[config.mk]
export PLATFORM = sky130hd
export DESIGN_NAME = ps2_rx_fifo_flat
export DESIGN_NICKNAME = d
export VERILOG_FILES = /design/src/rtl/ps2_rx_fifo_if.sv /design/src/rtl/ps2_rx_fifo.sv /design/src/flat_wrapper.sv
export SDC_FILE = /design/constraint.sdc
export NUM_CORES = 1
export LEC_CHECK = 0
export ABC_AREA = 1
export CORE_ASPECT_RATIO = 0.75
export CORE_MARGIN = 2
export CORE_UTILIZATION = 55
export DETAILED_ROUTE_END_ITERATION = 6
export PLACE_DENSITY = 0.82
export SYNTH_ARGS = -nofsm -noshare
export SYNTH_HDL_FRONTEND = slang
export SYNTH_SLANG_ARGS = --single-unit
[constraint.sdc]
create_clock -name clk_in -period 6.5 [get_ports clk_in]
set_input_delay 1.3 -clock clk_in [delete_from_list [all_inputs] [get_ports clk_in]]
set_output_delay 1.3 -clock clk_in [all_outputs]
set_load 0.01 [all_outputs]
[src/rtl/ps2_rx_fifo_if.sv]
// Consumer-side handshake bundle for ps2_rx_fifo: FIFO head data, valid/ready and occupancy.
// master = receiver driving the FIFO head, slave = consumer draining it.
interface ps2_rx_fifo_if #(
    parameter int FIFO_DEPTH = 8
) ();
    localparam int CW = $clog2(FIFO_DEPTH + 1);

    logic [7:0]    code_out;
    logic          ext_out;
    logic          brk_out;
    logic          code_valid_out;
    logic          code_ready_in;
    logic [CW-1:0] fifo_count_out;

    modport master (
        output code_out, ext_out, brk_out, code_valid_out, fifo_count_out,
        input  code_ready_in
    );

    modport slave (
        input  code_out, ext_out, brk_out, code_valid_out, fifo_count_out,
        output code_ready_in
    );
endinterface

[src/rtl/ps2_rx_fifo.sv]
// PS/2 receiver: synchroniser + deglitch filter, 11-bit framer with timeout, buffered receive FIFO.
// Optional SCANCODE_PREFIX_EN folds E0/F0 prefixes into ext/brk flags on the following byte.
module ps2_rx_fifo #(
    parameter int SYNC_STAGES    = 2,
    parameter int FILTER_LEN     = 4,
    parameter int TIMEOUT_CYCLES = 100000,
    parameter int FIFO_DEPTH     = 8
) (
    input  logic          clk_in,
    input  logic          rst_n_in,
    input  logic          ps_data_in,
    input  logic          ps_clk_in,
    ps2_rx_fifo_if.master cons,
    output logic          parity_err_out,
    output logic          frame_err_out,
    output logic          overflow_out
);
    localparam int AW = $clog2(FIFO_DEPTH);
    localparam int CW = $clog2(FIFO_DEPTH + 1);
    localparam int FW = $clog2(FILTER_LEN + 1);
    localparam int TW = $clog2(TIMEOUT_CYCLES + 1);
`ifdef SCANCODE_PREFIX_EN
    localparam int EW = 10;
`else
    localparam int EW = 8;
`endif

    typedef enum logic [1:0] {S_IDLE, S_DATA, S_PARITY, S_STOP} state_t;

    logic [SYNC_STAGES-1:0] clk_sync_q, clk_sync_d, data_sync_q, data_sync_d;
    logic [FW-1:0]          clk_cnt_q, clk_cnt_d, data_cnt_q, data_cnt_d;
    logic                   clk_filt_q, clk_filt_d, data_filt_q, data_filt_d;
    logic                   clk_prev_q, fall;
    state_t                 state_q, state_d;
    logic [2:0]             bit_cnt_q, bit_cnt_d;
    logic [7:0]             shift_q, shift_d;
    logic                   par_q, par_d;
    logic [TW-1:0]          tmo_q, tmo_d;
    logic                   par_err_d, frm_err_d, ovf_d, good;
    logic                   push, pop, wr_en;
    logic [EW-1:0]          push_data, head;
    logic [EW-1:0]          mem_q [FIFO_DEPTH];
    logic [AW-1:0]          wr_ptr_q, wr_ptr_d, rd_ptr_q, rd_ptr_d;
    logic [CW-1:0]          count_q, count_d;

    // Filtered lines move only after FILTER_LEN consecutive disagreeing samples.
    always_comb begin
        clk_sync_d  = {clk_sync_q[SYNC_STAGES-2:0], ps_clk_in};
        data_sync_d = {data_sync_q[SYNC_STAGES-2:0], ps_data_in};
        clk_cnt_d   = '0;
        clk_filt_d  = clk_filt_q;
        data_cnt_d  = '0;
        data_filt_d = data_filt_q;
        if (clk_sync_q[SYNC_STAGES-1] != clk_filt_q) begin
            if (clk_cnt_q == FW'(FILTER_LEN - 1)) clk_filt_d = ~clk_filt_q;
            else                                  clk_cnt_d  = clk_cnt_q + FW'(1);
        end
        if (data_sync_q[SYNC_STAGES-1] != data_filt_q) begin
            if (data_cnt_q == FW'(FILTER_LEN - 1)) data_filt_d = ~data_filt_q;
            else                                   data_cnt_d  = data_cnt_q + FW'(1);
        end
    end

    assign fall = clk_prev_q & ~clk_filt_q;

    always_comb begin
        state_d   = state_q;
        bit_cnt_d = bit_cnt_q;
        shift_d   = shift_q;
        par_d     = par_q;
        tmo_d     = tmo_q;
        par_err_d = 1'b0;
        frm_err_d = 1'b0;
        good      = 1'b0;
        // A fall event always beats the timeout, so the two branches never collide.
        if (state_q == S_IDLE || fall) begin
            tmo_d = '0;
        end else if (tmo_q == TW'(TIMEOUT_CYCLES - 1)) begin
            tmo_d     = '0;
            state_d   = S_IDLE;
            frm_err_d = 1'b1;
        end else begin
            tmo_d = tmo_q + TW'(1);
        end
        if (fall) begin
            case (state_q)
                S_IDLE: begin
                    if (!data_filt_q) begin
                        state_d   = S_DATA;
                        bit_cnt_d = '0;
                    end else begin
                        frm_err_d = 1'b1;
                    end
                end
                S_DATA: begin
                    shift_d   = {data_filt_q, shift_q[7:1]};
                    bit_cnt_d = bit_cnt_q + 3'd1;
                    if (bit_cnt_q == 3'd7) state_d = S_PARITY;
                end
                S_PARITY: begin
                    par_d   = data_filt_q;
                    state_d = S_STOP;
                end
                S_STOP: begin
                    state_d = S_IDLE;
                    if (!data_filt_q)             frm_err_d = 1'b1;
                    else if (!(^shift_q ^ par_q)) par_err_d = 1'b1;
                    else                          good      = 1'b1;
                end
                default: state_d = S_IDLE;
            endcase
        end
    end

`ifdef SCANCODE_PREFIX_EN
    logic ext_pend_q, ext_pend_d, brk_pend_q, brk_pend_d;

    always_comb begin
        ext_pend_d = ext_pend_q;
        brk_pend_d = brk_pend_q;
        push       = 1'b0;
        push_data  = {ext_pend_q, brk_pend_q, shift_q};
        if (par_err_d || frm_err_d) begin
            ext_pend_d = 1'b0;
            brk_pend_d = 1'b0;
        end else if (good) begin
            if (shift_q == 8'hE0)      ext_pend_d = 1'b1;
            else if (shift_q == 8'hF0) brk_pend_d = 1'b1;
            else begin
                push       = 1'b1;
                ext_pend_d = 1'b0;
                brk_pend_d = 1'b0;
            end
        end
    end

    always_ff @(posedge clk_in or negedge rst_n_in) begin
        if (!rst_n_in) begin
            ext_pend_q <= 1'b0;
            brk_pend_q <= 1'b0;
        end else begin
            ext_pend_q <= ext_pend_d;
            brk_pend_q <= brk_pend_d;
        end
    end
`else
    always_comb begin
        push      = good;
        push_data = shift_q;
    end
`endif

    // A full FIFO still accepts a push when the head leaves in the same cycle.
    always_comb begin
        pop      = (count_q != '0) && cons.code_ready_in;
        wr_en    = push && ((count_q != CW'(FIFO_DEPTH)) || pop);
        ovf_d    = push && !wr_en;
        wr_ptr_d = wr_en ? wr_ptr_q + AW'(1) : wr_ptr_q;
        rd_ptr_d = pop ? rd_ptr_q + AW'(1) : rd_ptr_q;
        count_d  = count_q + CW'(wr_en) - CW'(pop);
        head     = mem_q[rd_ptr_q];
    end

    assign cons.code_valid_out = (count_q != '0);
    assign cons.code_out       = cons.code_valid_out ? head[7:0] : 8'h00;
    assign cons.fifo_count_out = count_q;
`ifdef SCANCODE_PREFIX_EN
    assign cons.ext_out = cons.code_valid_out & head[9];
    assign cons.brk_out = cons.code_valid_out & head[8];
`else
    assign cons.ext_out = 1'b0;
    assign cons.brk_out = 1'b0;
`endif

    always_ff @(posedge clk_in) begin
        if (wr_en) mem_q[wr_ptr_q] <= push_data;
    end

    always_ff @(posedge clk_in or negedge rst_n_in) begin
        if (!rst_n_in) begin
            clk_sync_q     <= '1;
            data_sync_q    <= '1;
            clk_cnt_q      <= '0;
            data_cnt_q     <= '0;
            clk_filt_q     <= 1'b1;
            data_filt_q    <= 1'b1;
            clk_prev_q     <= 1'b1;
            state_q        <= S_IDLE;
            bit_cnt_q      <= '0;
            shift_q        <= '0;
            par_q          <= 1'b0;
            tmo_q          <= '0;
            wr_ptr_q       <= '0;
            rd_ptr_q       <= '0;
            count_q        <= '0;
            parity_err_out <= 1'b0;
            frame_err_out  <= 1'b0;
            overflow_out   <= 1'b0;
        end else begin
            clk_sync_q     <= clk_sync_d;
            data_sync_q    <= data_sync_d;
            clk_cnt_q      <= clk_cnt_d;
            data_cnt_q     <= data_cnt_d;
            clk_filt_q     <= clk_filt_d;
            data_filt_q    <= data_filt_d;
            clk_prev_q     <= clk_filt_q;
            state_q        <= state_d;
            bit_cnt_q      <= bit_cnt_d;
            shift_q        <= shift_d;
            par_q          <= par_d;
            tmo_q          <= tmo_d;
            wr_ptr_q       <= wr_ptr_d;
            rd_ptr_q       <= rd_ptr_d;
            count_q        <= count_d;
            parity_err_out <= par_err_d;
            frame_err_out  <= frm_err_d;
            overflow_out   <= ovf_d;
        end
    end
endmodule

[src/flat_wrapper.sv]
// flat-port wrapper written by rule: the top's interface ports become plain ports
module ps2_rx_fifo_flat 
#(
    parameter int SYNC_STAGES    = 2,
    parameter int FILTER_LEN     = 4,
    parameter int TIMEOUT_CYCLES = 100000,
    parameter int FIFO_DEPTH     = 8
)
  (clk_in, rst_n_in, ps_data_in, ps_clk_in, parity_err_out, frame_err_out, overflow_out, cons_code_out, cons_ext_out, cons_brk_out, cons_code_valid_out, cons_fifo_count_out, cons_code_ready_in);
  ps2_rx_fifo_if #(.FIFO_DEPTH(FIFO_DEPTH)) cons_i ();
  input  logic clk_in;
  input  logic rst_n_in;
  input  logic ps_data_in;
  input  logic ps_clk_in;
  output logic parity_err_out;
  output logic frame_err_out;
  output logic overflow_out;
  output wire logic [$bits(cons_i.code_out)-1:0] cons_code_out;
  output wire logic [$bits(cons_i.ext_out)-1:0] cons_ext_out;
  output wire logic [$bits(cons_i.brk_out)-1:0] cons_brk_out;
  output wire logic [$bits(cons_i.code_valid_out)-1:0] cons_code_valid_out;
  output wire logic [$bits(cons_i.fifo_count_out)-1:0] cons_fifo_count_out;
  input wire logic [$bits(cons_i.code_ready_in)-1:0] cons_code_ready_in;
  assign cons_code_out = cons_i.code_out;
  assign cons_ext_out = cons_i.ext_out;
  assign cons_brk_out = cons_i.brk_out;
  assign cons_code_valid_out = cons_i.code_valid_out;
  assign cons_fifo_count_out = cons_i.fifo_count_out;
  assign cons_i.code_ready_in = cons_code_ready_in;
  ps2_rx_fifo #(.SYNC_STAGES(SYNC_STAGES), .FILTER_LEN(FILTER_LEN), .TIMEOUT_CYCLES(TIMEOUT_CYCLES), .FIFO_DEPTH(FIFO_DEPTH)) u_core (.clk_in(clk_in), .rst_n_in(rst_n_in), .ps_data_in(ps_data_in), .ps_clk_in(ps_clk_in), .cons(cons_i), .parity_err_out(parity_err_out), .frame_err_out(frame_err_out), .overflow_out(overflow_out));
endmodule
==> run_results.csv, run 1 <==
group,metric,value,unit
logic_synthesis,synth_area_leader_cell,"edfxtp_1",
clock_network,htree_levels,4,
worst_setup_path,criticalPathCategory,"reg -> out",
drt,drc,0,
sta,setup_slack,2.17,ns
logic_synthesis,synth_edf_count,64,
worst_setup_path,crit_path_cell_trace,"inv_2 -> nor2_1 -> o32ai_1 -> o21ai_0 -> nor2_1 -> clkdlybuf4s50_1",
cells_and_area,multi_input_area,0.00191,sq mm
cells_and_area,design_area,0.00636,sq mm
sta,rsz0062_at_grt,"no",
clock_network,cts_buffers,17,
floorplan,num_rows,31,
global_route,grt_busiest_layer,"met2",
clock_network,cts_hold_buffers,0,
global_route,grt_usage,0.217,
pwr,clkPwrFrac,0.297,
drt,vias,3894,
sta,slew_viol_final,0,
placement,dp_slack,2.67,ns
cells_and_area,drive_gt1_frac,0.108,
cells_and_area,diodes,0,
logic_synthesis,synthCells,532,
drt,routedWlPerCell,15.5,um
logic_synthesis,synth.top_cells.by_area,"edfxtp_1, dfrtp_1, nor2_1, nand2_1, ha_1",
pwr,power.internal,1.80,mW
worst_setup_path,required,5.20,ns
logic_synthesis,ys_seq_area_frac,0.606,
sta,relSlewSlack,0.301,
clock_network,cts.clk_slew.worst_paths,0.05,ns
global_route,grt_pass1_wl,17.9,mm
global_route,met1_usage,0.294,
worst_setup_path,reg2reg_depth,7,
logic_synthesis,netlist.area_leader.share,0.347,
logic_synthesis,synthesis.area,0.00554,sq mm
logic_synthesis,ys_ff_latch,121,
drt,wirelength,10.9,mm
worst_hold_path,hp-start,"u_core.clk_sync_q[0]",
cells_and_area,final_nets,582,
logic_synthesis,avgSynthCellArea,10.4,sq um
floorplan,start_util,0.569,
worst_setup_path,worstReg2RegEnd,"u_core.mem_q[6][2]",
floorplan,die_area,0.0109,sq mm
sta,fin_crit,4.33,ns
logic_synthesis,ys.flop_type,"edfxtp_1",
worst_setup_path,start_kind,"flip-flop",
global_route,grt.overflow.total,0,
sta,worst_slew_pin_slew,1.05,ns
global_route,antenna_found_initial,0,
placement,dp_hpwl,7.09,mm
clock_network,cts_tree,"built",
sta,fmax,0.231,GHz
worst_setup_path,reg2reg_slack,3.84,ns
worst_setup_path,path_common_cell,"nor2_1",
global_route,grt_max_degree,58,
pwr,switching_power,0.948,mW
clock_network,insertion_delay,0.41,ns
worst_setup_path,crit_path_end_kind,"output pin",
logic_synthesis,async_reset_ff_frac,0.471,
drt,drt_iter0_markers,384,
cells_and_area,final_util,0.653,
worst_setup_path,slowest_delay,1.03,ns
worst_hold_path,min_to,"u_core.clk_sync_q[1]",
placement,port_buffers,20,
pwr,power.density,433,mW/mm^2
clock_network,postCtsSetupRepairBufs,0,
worst_hold_path,hold_depth,0,
sta,fin_tns_setup,0,ns
sta,clock_skew,0.00956,ns
cells_and_area,seqCellArea,0.00336,sq mm
cells_and_area,stdcell_count,704,
worst_setup_path,path_max_fanout,34,
pwr,total_power,2.75,mW
drt,viasPerCell,5.53,
logic_synthesis,yosysWarnings,0,
pwr,comb_power_share,0.292,
sta,hold_ws,0.356,ns
floorplan,die_w,120,um
floorplan,core,0.00974,sq mm
global_route,grtUsageMet3,0.0663,
worst_setup_path,arrival,3.03,ns
drt,antenna_left,0,
sta,min_period_over_period,0.667,
run,maxCapViolations,0,
worst_setup_path,cp_num_buf_inv,2,
placement,gp_congestion,0.869,
clock_network,cts_max_path_buffers,2,
logic_synthesis,synth_cell_types,42,
placement,placedCellCount,672,
sta,finalHoldViolations,0,
cells_and_area,nFillCells,694,
floorplan,die_y,90.9,um
clock_network,clock-sinks,121,
cells_and_area,area_delta_synth_final,14.8,%
worst_setup_path,cpMaxStageDelayCell,"dfrtp_1",
clock_network,post_cts_resize_count,0,
floorplan,pin_count,23,
worst_hold_path,hold_class,"reg -> reg",
global_route,grt_pass1_vias,3612,
placement,place_area,0.00584,sq mm
run_status,status,"complete, no violations",
worst_setup_path,r2r_start,"u_core.cons.fifo_count_out[2]",
drt,firstDrtPassIters,5,
pwr,switching_share,0.344,
worst_setup_path,crit_family,"flip-flops",
pwr,p_seq_frac,0.411,
sta,setup_viol,0,
pwr,power.leakage,2.57,nW
global_route,use_met2,0.333,
clock_network,cts_root_buffer,"clkbuf_16",
pwr,irDropWorstVdd,0.230,mV
[metal layers]
metal  wire, um  share of wire
met3        820          0.075
met2       5180           0.48
met4        136          0.012
met1       4760           0.44
met5          0              0
[cell type report]
type,instances,area share
timing repair buffer,21,0.0319
clock inverter,13,0.0136
multi-input combinational,344,0.301
clock buffer,19,0.0681
tap,132,0.0260
sequential,121,0.528
inverter,54,0.0319
[worst register-to-register path, delay by kind of cell, from the launching register on]
| family | cells | cell delay (ns) |
|---|---|---|
| and+or+nand+nor | 5 | 1.64 |
| DFF | 1 | 0.34 |
| adders and majority gates | 1 | 0.21 |
| buffers and inverters | 1 | 0.08 |
[synthesized netlist by cell type, types with 2 or more instances]
master and count:
nor2_1 103, nand2_1 82, edfxtp_1 64, dfrtp_1 50, inv_1 48, o21ai_0 32, ha_1 17, o32ai_1 16
nand3_1 14, nor3_1 12, xor2_1 9, clkbuf_1 7, dfstp_2 7, nand4_1 7, o21ai_1 6, xnor2_1 6
inv_2 5, nand2_2 5, buf_2 4, a21oi_1 3, nand3_2 3, nor3_2 3, nor3b_1 3, nor3b_2 3
buf_4 2, nand4_2 2, nor2_2 2, nor2_4 2, o31ai_1 2
[power by group through the flow]
| stage | clock (mW) | combinational, mW | sequential [mW] |
|---|---|---|---|
| 6_report | 0.817 | 0.805 | 1.13 |
| 5_1_grt | 0.862 | 0.911 | 1.15 |
| 2_1_floorplan | 0 | 0.590 | 1.05 |
| 3_3_place_gp | 0 | 0.758 | 1.13 |
| 3_5_place_dp | 0 | 0.802 | 1.14 |
| 4_1_cts | 0.824 | 0.808 | 1.13 |
[cell usage in the layout (no fill, tap or decap), types with 2 or more instances in the layout]
cell type / n
nand4_2: 2
nand3_1: 14
clkdlybuf4s50_1: 19
nand3_2: 3
o21ai_1: 6
nor3_2: 3
o21ai_0: 32
clkinv_1: 8
clkinv_2: 3
conb_1: 2
clkinvlp_4: 2
ha_1: 17
inv_1: 48
edfxtp_1: 64
dfrtp_1: 50
dfstp_2: 7
nor3b_2: 3
nand2_2: 5
nand4_1: 7
xnor2_1: 6
clkbuf_16: 17
nor3_1: 12
nor3b_1: 3
nor2_4: 2
nor2_1: 103
nand2_1: 82
a21oi_1: 3
o31ai_1: 2
o32ai_1: 16
nor2_2: 2
clkbuf_1: 2
xor2_1: 9
inv_2: 5
[cells by family (layout without fill, tap and decap cells)]
| group | after synthesis | count (layout) | synth area share |
|---|---|---|---|
| flops | 121 | 121 | 0.606 |
| other cells | 1 | 2 | 0.000677 |
| mux | 1 | 1 | 0.00203 |
| fa+ha+maj | 18 | 18 | 0.0420 |
| simple gates | 246 | 246 | 0.207 |
| buf+inv | 68 | 107 | 0.0497 |
| xor+xnor | 15 | 15 | 0.0237 |
| compound gates | 62 | 62 | 0.0691 |
[how the worst max path moves through the flow]
stage                                  start                            end  slack, ns  depth (start not counted)
after floorplan           cons_code_ready_in  u_core.cons.fifo_count_out[2]       3.93                          8
after global placement    u_core.rd_ptr_q[0]               cons_code_out[7]       2.75                          6
after detailed placement  u_core.rd_ptr_q[0]               cons_code_out[0]       2.67                          6
after CTS                 u_core.rd_ptr_q[0]               cons_code_out[0]       2.21                          6
after global routing      u_core.rd_ptr_q[0]               cons_code_out[1]       1.92                          6
final                     u_core.rd_ptr_q[0]               cons_code_out[1]       2.17                          6
[flip-flops by register name, indices dropped and copies added, names as in the netlist, 2 cells and up]
name	count
u_core.mem_q	64
u_core.tmo_q	17
u_core.push_data	8
u_core.cons.fifo_count_out	4
u_core.bit_cnt_q	3
u_core.clk_cnt_q	3
u_core.data_cnt_q	3
u_core.rd_ptr_q	3
u_core.wr_ptr_q	3
u_core.clk_sync_q	2
u_core.data_sync_q	2
u_core.state_q	2
No activity file was read; power rests on OpenSTA's default activity.
==> inputs of run 2 (changes only) <==
==> constraint.sdc (replaced) <==
create_clock -name clk_in -period 4.4 [get_ports clk_in]
set_input_delay 0.88 -clock clk_in [delete_from_list [all_inputs] [get_ports clk_in]]
set_output_delay 0.88 -clock clk_in [all_outputs]
set_load 0.01 [all_outputs]
==> run_results.csv, run 2 (synthesis results as in run 1) <==
group,metric,value,unit
drt,highest_layer,"met4",
cells_and_area,final_cell_mix,"nor2_1, nand2_1, edfxtp_1",
pwr,comb_power_share,0.277,
cells_and_area,final_util,0.670,
drt,wirelength,11.8,mm
clock_network,post_cts_resize_count,0,
worst_setup_path,start_kind,"flip-flop",
worst_setup_path,path_max_fanout,34,
sta,finalHoldViolations,0,
global_route,grt.overflow.total,0,
sta,fin_tns_setup,0,ns
pwr,switching_power,1.48,mW
drt,route.met3.wl,935,um
clock_network,cts_max_path_buffers,2,
cells_and_area,diodes,0,
placement,port_buffers,20,
worst_hold_path,hold_depth,0,
clock_network,htree_levels,4,
cells_and_area,drive_gt1_frac,0.119,
global_route,antenna_found_initial,0,
drt,viasPerCell,5.63,
cells_and_area,largest-register,"u_core.mem_q",
floorplan,die_w,120,um
clock_network,cts_root_buffer,"clkbuf_16",
floorplan,start_util,0.569,
worst_setup_path,arrival,2.68,ns
drt,routedWlPerCell,16.8,um
floorplan,die_area,0.0109,sq mm
global_route,grt_max_degree,58,
sta,rsz0062_at_grt,"no",
pwr,switching_share,0.328,
sta,setup_viol,0,
sta,clock_skew,0.00918,ns
run,maxCapViolations,0,
floorplan,die_y,90.9,um
cells_and_area,area_delta_synth_final,17.8,%
sta,fin_crit,3.56,ns
drt,antenna_left,0,
sta,hold_ws,0.354,ns
pwr,power.internal,3.03,mW
pwr,power.leakage,2.65,nW
clock_network,postCtsSetupRepairBufs,0,
sta,fmax,0.281,GHz
pwr,total_power,4.51,mW
floorplan,pin_count,23,
worst_setup_path,reg2reg_slack,1.77,ns
cells_and_area,largest_reg_flops,64,
drt,wl_met2,5.75,mm
floorplan,core,0.00974,sq mm
cells_and_area,final_nets,583,
global_route,grt_usage,0.242,
placement,dp_hpwl,7.62,mm
run_status,status,"complete, no violations",
placement,gp_congestion,0.894,
sta,slew_viol_final,0,
clock_network,cts.clk_slew.worst_paths,0.05,ns
clock_network,cts_hold_buffers,0,
pwr,irDropWorstVdd,0.353,mV
worst_setup_path,crit_path_end_kind,"output pin",
pwr,p_seq_frac,0.368,
drt,drt_iter0_markers,440,
pwr,power.density,691,mW/mm^2
drt,firstDrtPassIters,7,
global_route,grt_pass1_vias,4017,
floorplan,num_rows,31,
sta,min_period_over_period,0.808,
cells_and_area,layout_commonest_cell,"nor2_1",
drt,m1WireLength,4.94,mm
pwr,clkPwrFrac,0.355,
worst_setup_path,reg2reg_depth,10,
cells_and_area,nFillCells,694,
worst_setup_path,required,3.52,ns
sta,relSlewSlack,0.295,
clock_network,cts_buffers,17,
drt,vias,3964,
clock_network,cts_tree,"built",
sta,worst_slew_pin_slew,1.06,ns
drt,drc,0,
worst_hold_path,hold_class,"reg -> reg",
worst_setup_path,criticalPathCategory,"reg -> out",
clock_network,insertion_delay,0.41,ns
global_route,grt_pass1_wl,20.0,mm
clock_network,clock-sinks,121,
run 2: area by class of cell:
type,instances,area (sq um),area share
Multi-Input combinational cell,344,1910,0.293
Inverter,54,203,0.0311
Timing Repair Buffer,22,210,0.0322
Sequential cell,121,3360,0.515
Clock buffer,18,429,0.0658
Clock inverter,13,249,0.0382
Tap cell,132,165,0.0253
run 2: path summary, 6_finish.rpt:
path                                  startpoint                             to
setup / recovery              u_core.rd_ptr_q[1]               cons_code_out[1]
hold / removal             u_core.data_sync_q[0]          u_core.data_sync_q[1]
setup reg to reg             u_core.push_data[7]             u_core.mem_q[3][7]
hold reg to reg            u_core.data_sync_q[0]          u_core.data_sync_q[1]
max in group asynchronous               rst_n_in  u_core.cons.fifo_count_out[3]
min in group asynchronous               rst_n_in           u_core.data_cnt_q[2]
run 2: worst max-delay path, cell delays in order (launching register included):
cell and delay [ns]:
dfrtp_1 1.03, o21ai_0 0.23, o32ai_1 0.26, nor2_1 0.08, nor2_1 0.11, clkdlybuf4s50_1 0.53
run 2: power by group through the flow:
stage	registers (mW)	clock network, mW	logic [mW]
3_3_place_gp	1.65	0	1.16
2_1_floorplan	1.55	0	0.872
6_report	1.66	1.60	1.25
3_5_place_dp	1.67	0	1.23
4_1_cts	1.65	1.61	1.25
5_1_grt	1.69	1.67	1.42
run 2: metal layers:
layer | vias to the layer above | global-route usage
met5 | - | 0
met4 | 0 | 0.104
met3 | 26 | 0.0587
met2 | 183 | 0.388
met1 | 1903 | 0.318
li1 | 1852 | -
run 2: metrics by stage:
stage | instance area [sq um] | setup slack [ns] | instances
floorplan | 5540 | 2.25 | 533
global placement | 5850 | 1.38 | 673
detailed placement | 5850 | 1.28 | 673
CTS | 6520 | 0.826 | 704
global route | 6520 | 0.580 | 704
finish | 6520 | 0.845 | 704
